### config.mk
export PLATFORM = sky130hd
export DESIGN_NAME = mm_operand_sequencer
export DESIGN_NICKNAME = d
export VERILOG_FILES = /design/src/rtl/mm_seq_pkg.sv /design/src/rtl/mm_byte_serializer.sv /design/src/rtl/mm_operand_sequencer.sv
export SDC_FILE = /design/constraint.sdc
export NUM_CORES = 1
export LEC_CHECK = 0
export ABC_CLOCK_PERIOD_IN_PS = 4050
export CAP_MARGIN = 20
export CORE_AREA = 4 4 399 401
export CTS_CLUSTER_DIAMETER = 200
export DETAILED_ROUTE_END_ITERATION = 8
export DIE_AREA = 0 0 403 405
export PLACE_DENSITY_LB_ADDON = 0.25
export SETUP_SLACK_MARGIN = 0.4
export SLEW_MARGIN = 20
export SYNTH_ARGS = -nofsm -noshare
export SYNTH_HDL_FRONTEND = slang
export SYNTH_HIERARCHICAL = 1
export SYNTH_SLANG_ARGS = --single-unit
### constraint.sdc
create_clock -name clock -period 4.05 [get_ports clock]
set_clock_uncertainty 0.05 [all_clocks]
set_input_delay 1.215 -clock clock [delete_from_list [all_inputs] [get_ports clock]]
set_output_delay 1.215 -clock clock [all_outputs]
set_load 0.03 [all_outputs]
### src/rtl/mm_seq_pkg.sv
`default_nettype none
// ============================================================================
//  Module      : mm_seq_pkg
//  Description : Shared types and helpers for the modular-multiplier operand
//                sequencer. The TX state is present only when MM_RESULT_TX_EN
//                is defined.
//  Revision    : 1.0 - initial release
// ============================================================================
package mm_seq_pkg;

    localparam int BYTE_W = 8;

    typedef enum logic [2:0] {
        LOAD_X = 3'd0,
        LOAD_Y = 3'd1,
        ISSUE  = 3'd2,
`ifdef MM_RESULT_TX_EN
        WAIT   = 3'd3,
        TX     = 3'd4
`else
        WAIT   = 3'd3
`endif
    } state_t;

    // Number of bytes needed to carry a width-bit word
    function automatic int bytes_of(input int width);
        return width / BYTE_W;
    endfunction

endpackage
`default_nettype wire

### src/rtl/mm_byte_serializer.sv
`default_nettype none
// ============================================================================
//  Module      : mm_byte_serializer
//  Description : Streams a WIDTH-bit word out LSB byte first over a
//                valid/ready handshake. Started by a one-cycle pulse while the
//                word is stable; done is a combinational strobe in the cycle
//                the last byte transfers.
//  Revision    : 1.0 - initial release
// ============================================================================
module mm_byte_serializer
    import mm_seq_pkg::*;
#(
    parameter int WIDTH = 256
) (
    input  logic             clock,
    input  logic             reset_all,
    input  logic             start,
    input  logic [WIDTH-1:0] data,
    input  logic             tx_ready,
    output logic [7:0]       tx_data,
    output logic             tx_valid,
    output logic             done
);

    localparam int NB = bytes_of(WIDTH);
    localparam int CW = $clog2(NB);
    localparam logic [CW-1:0] LAST_BYTE = CW'(NB - 1);

    logic [CW-1:0] idx;
    logic [CW-1:0] next_idx;

    assign next_idx = idx + CW'(1);
    assign done     = tx_valid && tx_ready && (idx == LAST_BYTE);

    // Present byte idx of data; advance on each accepted transfer
    always_ff @(posedge clock or negedge reset_all) begin
        if (!reset_all) begin
            idx      <= '0;
            tx_valid <= 1'b0;
            tx_data  <= '0;
        end else if (start) begin
            idx      <= '0;
            tx_valid <= 1'b1;
            tx_data  <= data[BYTE_W-1:0];
        end else if (tx_valid && tx_ready) begin
            if (idx == LAST_BYTE) begin
                idx      <= '0;
                tx_valid <= 1'b0;
            end else begin
                idx     <= next_idx;
                tx_data <= data[next_idx*BYTE_W +: BYTE_W];
            end
        end
    end

endmodule
`default_nettype wire

### src/rtl/mm_operand_sequencer.sv
`default_nettype none
// ============================================================================
//  Module      : mm_operand_sequencer
//  Description : Assembles operands X and Y from an LSB-first byte stream,
//                issues a one-cycle start pulse to the multiplier, waits for
//                the result with a timeout and captures Q. With
//                MM_RESULT_TX_EN defined, Q is streamed back out as bytes.
//  Revision    : 1.0 - initial release
// ============================================================================
module mm_operand_sequencer
    import mm_seq_pkg::*;
#(
    parameter int WIDTH   = 256,
    parameter int TIMEOUT = 4096
) (
    input  logic             clock,
    input  logic             reset_all,
    input  logic [7:0]       rx_data,
    input  logic             rx_valid,
    input  logic             err_clr,
`ifdef MM_RESULT_TX_EN
    output logic [7:0]       tx_data,
    output logic             tx_valid,
    input  logic             tx_ready,
`endif
    output logic [WIDTH-1:0] x,
    output logic [WIDTH-1:0] y,
    output logic             mul_in_valid,
    input  logic             mul_out_valid,
    input  logic [WIDTH-1:0] mul_q,
    output logic [WIDTH-1:0] q,
    output logic             res_valid,
    output logic             busy,
    output logic             err_timeout,
    output logic             err_overrun
);

    localparam int NB = bytes_of(WIDTH);
    localparam int CW = $clog2(NB);
    localparam int TW = $clog2(TIMEOUT + 1);
    localparam logic [CW-1:0] LAST_BYTE = CW'(NB - 1);
    localparam logic [TW-1:0] LAST_TICK = TW'(TIMEOUT - 1);

    state_t        state;
    state_t        next_state;
    logic [CW-1:0] byte_cnt;
    logic [TW-1:0] tick_cnt;
    logic          load_x;
    logic          load_y;
    logic          capture;
    logic          timeout_evt;
    logic          overrun_evt;
    logic          last_byte;

    assign last_byte = (byte_cnt == LAST_BYTE);

`ifdef MM_RESULT_TX_EN
    logic ser_done;

    mm_byte_serializer #(
        .WIDTH (WIDTH)
    ) u_serializer (
        .clock     (clock),
        .reset_all (reset_all),
        .start     (res_valid),
        .data      (q),
        .tx_ready  (tx_ready),
        .tx_data   (tx_data),
        .tx_valid  (tx_valid),
        .done      (ser_done)
    );
`endif

    // Next-state and per-cycle event decode
    always_comb begin
        next_state  = state;
        load_x      = 1'b0;
        load_y      = 1'b0;
        capture     = 1'b0;
        timeout_evt = 1'b0;
        overrun_evt = 1'b0;
        case (state)
            LOAD_X: begin
                if (rx_valid) begin
                    load_x = 1'b1;
                    if (last_byte) next_state = LOAD_Y;
                end
            end
            LOAD_Y: begin
                if (rx_valid) begin
                    load_y = 1'b1;
                    if (last_byte) next_state = ISSUE;
                end
            end
            ISSUE: begin
                overrun_evt = rx_valid;
                next_state  = WAIT;
            end
            WAIT: begin
                overrun_evt = rx_valid;
                // A result arriving on the final tick beats the timeout
                if (mul_out_valid) begin
                    capture = 1'b1;
`ifdef MM_RESULT_TX_EN
                    next_state = TX;
`else
                    next_state = LOAD_X;
`endif
                end else if (tick_cnt == LAST_TICK) begin
                    timeout_evt = 1'b1;
                    next_state  = LOAD_X;
                end
            end
`ifdef MM_RESULT_TX_EN
            TX: begin
                overrun_evt = rx_valid;
                if (ser_done) next_state = LOAD_X;
            end
`endif
            default: next_state = LOAD_X;
        endcase
    end

    // State, counters, operand/result registers and registered outputs
    always_ff @(posedge clock or negedge reset_all) begin
        if (!reset_all) begin
            state        <= LOAD_X;
            byte_cnt     <= '0;
            tick_cnt     <= '0;
            x            <= '0;
            y            <= '0;
            q            <= '0;
            mul_in_valid <= 1'b0;
            res_valid    <= 1'b0;
            busy         <= 1'b0;
            err_timeout  <= 1'b0;
            err_overrun  <= 1'b0;
        end else begin
            state        <= next_state;
            mul_in_valid <= (next_state == ISSUE);
            busy         <= (next_state != LOAD_X) && (next_state != LOAD_Y);
            res_valid    <= capture;

            if (load_x || load_y) begin
                byte_cnt <= last_byte ? '0 : byte_cnt + CW'(1);
            end
            if (load_x) x[byte_cnt*BYTE_W +: BYTE_W] <= rx_data;
            if (load_y) y[byte_cnt*BYTE_W +: BYTE_W] <= rx_data;

            if (state == ISSUE) begin
                tick_cnt <= '0;
            end else if (state == WAIT && !capture && !timeout_evt) begin
                tick_cnt <= tick_cnt + TW'(1);
            end

            if (capture) q <= mul_q;

            // Set has priority over clear on both sticky flags
            if (timeout_evt)  err_timeout <= 1'b1;
            else if (err_clr) err_timeout <= 1'b0;
            if (overrun_evt)  err_overrun <= 1'b1;
            else if (err_clr) err_overrun <= 1'b0;
        end
    end

endmodule
`default_nettype wire

==> impl_metrics.csv <==
group,metric,value,unit
routing,antenna_left,0,
critical_path,r2r-start,"byte_cnt[1]",
critical_path,critPathRequiredTime,4.56,ns
logic_synthesis,syn_inst,2547,
logic_synthesis,yosysWarnings,6,
critical_path,crit_buf_inv,1,
hold_path,min_from,"q[191]",
place,routabilityCongestion,0.812,
clocking,htreeDepth,3,
global_route,grt_start_max_net_pins,129,
logic_synthesis,synth-seq-area-share,0.639,
clocking,hold_buffers,0,
clocking,cts_tree,"yes",
routing,drt-initial-drc-count,1055,
clocking,insertion_delay,0.68,ns
hold_path,min_path_cells,2,
sta,worst_pin_slew,1.03,ns
logic_synthesis,synthFlopType,"dfrtp_1",
critical_path,r2r_end,"y[47]",
floorplanning,die_h,405,µm
clocking,cts.reportedPaths.clkPinSlew,0.07,ns
floorplanning,pin_count,1042,
clocking,postCtsSetupRepairBufs,0,
logic_synthesis,synth.top_cell.area_share,0.639,
routing,dr_total_vias,23800,
clocking,cts.path.max_buffers,3,
logic_synthesis,async_reset_ff_frac,1.00,
global_route,antenna_found_initial,32,
critical_path,worstRegToRegCells,7,
finish,syn_to_final_growth,54.4,%
floorplanning,coreArea,156000,µm²
sta,post-route-min-period,3.51,ns
clocking,cts_made_buffers,96,
run,maxCapViolCount,0,
routing,drc,0,
power,powerDensity,432,nW/µm²
place,dp_cells,5637,
sta,fin_crit_sh,0.865,
critical_path,cp_slowest_stage_delay,0.64,ns
clocking,clockRootBuffer,"clkbuf_16",
critical_path,arrival,4.01,ns
power,p_leak,23.0,nW
sta,slew_viol_final,0,
place,portBuffers,1041,
sta,relSlewSlack,0.314,
critical_path,crit_top_cell,"ha_1",
finish,final_core_util,0.309,
finish,fillers,16100,
floorplanning,rows,145,
sta,setup_viol,0,
hold_path,min_to,"q[191]",
logic_synthesis,ys_top_cells_by_area,"dfrtp_1 (64%), mux2_2 (19%), nand2_1 (9.9%)",
critical_path,critPathTopFamily,"simple AND/OR/NAND/NOR gates",
logic_synthesis,yosysTopAreaCell,"dfrtp_1",
power,vdd_drop_max,0.000384,V
routing,wl_per_cell,24.2,µm
logic_synthesis,syn_area,31100,µm²
floorplanning,die_w,403,µm
critical_path,crit_slowest_cell,"and2_1",
hold_path,hold_path_class,"flip-flop to flip-flop",
finish,final_cells,5827,
finish,layout-drive-gt1-share,0.217,
global_route,grt_overflow,0,
sta,hold_viol,0,
floorplanning,die_area,163000,µm²
clocking,clock-sinks,794,
critical_path,cp_num_cells,7,
finish,fin_nets,3951,
logic_synthesis,synth.distinct_cells,51,
routing,routed_via_density,4.08,
clocking,cts_resized,0,
critical_path,r2r_slack,0.54,ns
logic_synthesis,synth_edf_count,0,
sta,fmax,285,MHz
critical_path,crit_type,"flip-flop to flip-flop",
routing,first_pass_iters,5,
critical_path,cp_cell_sequence,"inv_1 > ha_1 > nor3b_1 > ha_1 > and2_1 > nand2_1 > mux2_2",
global_route,grt_pass1_wl,196000,µm
sta,rsz0062_at_grt,"no",
logic_synthesis,synth_nets,2821,
critical_path,start_kind,"flip-flop",
logic_synthesis,ys_ff_latch,794,
routing,wirelength,141000,µm
global_route,grt_util_all_layers,0.167,
floorplanning,initial_core_util,0.200,
place,post-dp-hpwl,111000,µm
run_status,status,"complete, no violations",
critical_path,crit_path_end_kind,"flip-flop",
global_route,grt_pass1_vias,24800,
logic_synthesis,avgSynthCellArea,12.2,µm²
critical_path,path_max_fanout,10,
==> cell usage after synthesis, types with 3 or more instances <==
library cell / n
dfrtp_1: 794
inv_1: 8
and2_1: 63
and3_1: 60
nor2_1: 46
nand2b_1: 10
clkbuf_1: 84
and2_0: 3
nand4_1: 4
o21ai_0: 7
buf_1: 4
xnor2_1: 6
nand2_1: 819
a31oi_1: 3
nor2_2: 16
nor3_1: 12
a21oi_1: 4
mux2_2: 512
or2_2: 4
ha_1: 5
mux2i_1: 5
nand3_1: 8
buf_2: 17
nor2b_1: 8
nand2_2: 9
==> worst max path at each step <==
stage	from	endpoint	slack, ns
global placement	rx_valid	x[224]	-0.005
CTS	byte_cnt[1]	x[58]	0.43
finish	byte_cnt[1]	y[47]	0.54
detailed placement	rx_valid	x[224]	0.007
floorplan	rx_valid	x[16]	0.90
global route	byte_cnt[1]	y[44]	0.41
==> through the flow <==
step / setup TNS (ns) / hold WS, ns / cell area [µm²] / setup slack [ns] / power (mW)
final: 0 / 0.420 / 48000 / 0.545 / 20.7
after global routing: 0 / 0.440 / 48000 / 0.406 / 21.6
after CTS: 0 / 0.426 / 48000 / 0.426 / 21.1
after detailed placement: 0 / 0.411 / 44600 / 0.00663 / 11.8
after global placement: -0.0171 / 0.407 / 44600 / -0.00510 / 11.8
after floorplan: 0 / 0.388 / 31100 / 0.901 / 9.80
==> placed cells by master, fill, tap and decap left out, types with 3 or more instances in the layout <==
cell type        count
nand2b_1            10
nand4_1              4
mux2_2             512
clkbuf_16           98
and2_1              63
bufinv_16            8
clkbuf_8            29
nand2_1            819
mux2i_1              5
dfrtp_1            794
and3_1              60
nor2b_1              7
buf_12              14
a21oi_1              4
clkinv_2            19
ha_1                 5
nand2_2              9
o21ai_0              7
clkbuf_1            17
nand3_1              8
and2_0               3
diode_2             10
nor2_1              45
inv_1                8
xnor2_1              4
a31oi_1              3
nor2_2              17
buf_4               83
or2_2                4
nor3_1              12
clkdlybuf4s50_1   1040
==> power by group <==
group	total [mW]	internal [mW]	switching, mW
Clock	9.14	5.50	3.63
Sequential	8.34	8.13	0.209
Combinational	3.26	1.11	2.15
Total	20.7	14.7	5.99
==> per-layer routing <==
layer	track usage	wire length [µm]
met5	0	172
met2	0.301	73100
met1	0.195	55000
met3	0.0500	9630
met4	0.0368	2990
==> worst reg2reg max path: stages, from the launching register on <==
cell and delay (ns):
dfrtp_1 0.52, inv_1 0.10, ha_1 0.35, nor3b_1 0.21, ha_1 0.42, and2_1 0.65
nand2_1 0.64, mux2_2 0.45
==> kinds of logic after synthesis <==
logic type                 after synthesis  share of synthesized area
buffers and inverters                  115                     0.0147
DFF                                    794                      0.639
muxes                                  519                      0.188
AOI/OAI and AO/OA                       24                    0.00563
xor gates and xnor gates                 8                    0.00225
other                                    1                   0.000121
and+or+nand+nor                       1081                      0.149
adders and majority gates                5                    0.00201
==> sequential cells by signal, indices dropped and copies added, names as in the netlist <==
register / cells
byte_cnt: 5
err_overrun: 1
y: 256
err_timeout: 1
x: 256
q: 256
mul_in_valid: 1
tick_cnt: 13
state: 3
busy: 1
res_valid: 1
==> layout make-up <==
class | count | area, µm² | share of cell area
well taps | 2058 | 2570 | 0.0536
clock buffers | 144 | 2920 | 0.0607
diodes | 10 | 25.0 | 0.000521
multi-input cells | 1638 | 10800 | 0.225
clock inverters | 36 | 463 | 0.00964
inverters | 9 | 41.3 | 0.000859
flip-flops and latches | 794 | 19900 | 0.414
repair buffers | 1138 | 11300 | 0.236
No activity file was read; power rests on OpenSTA's default activity.
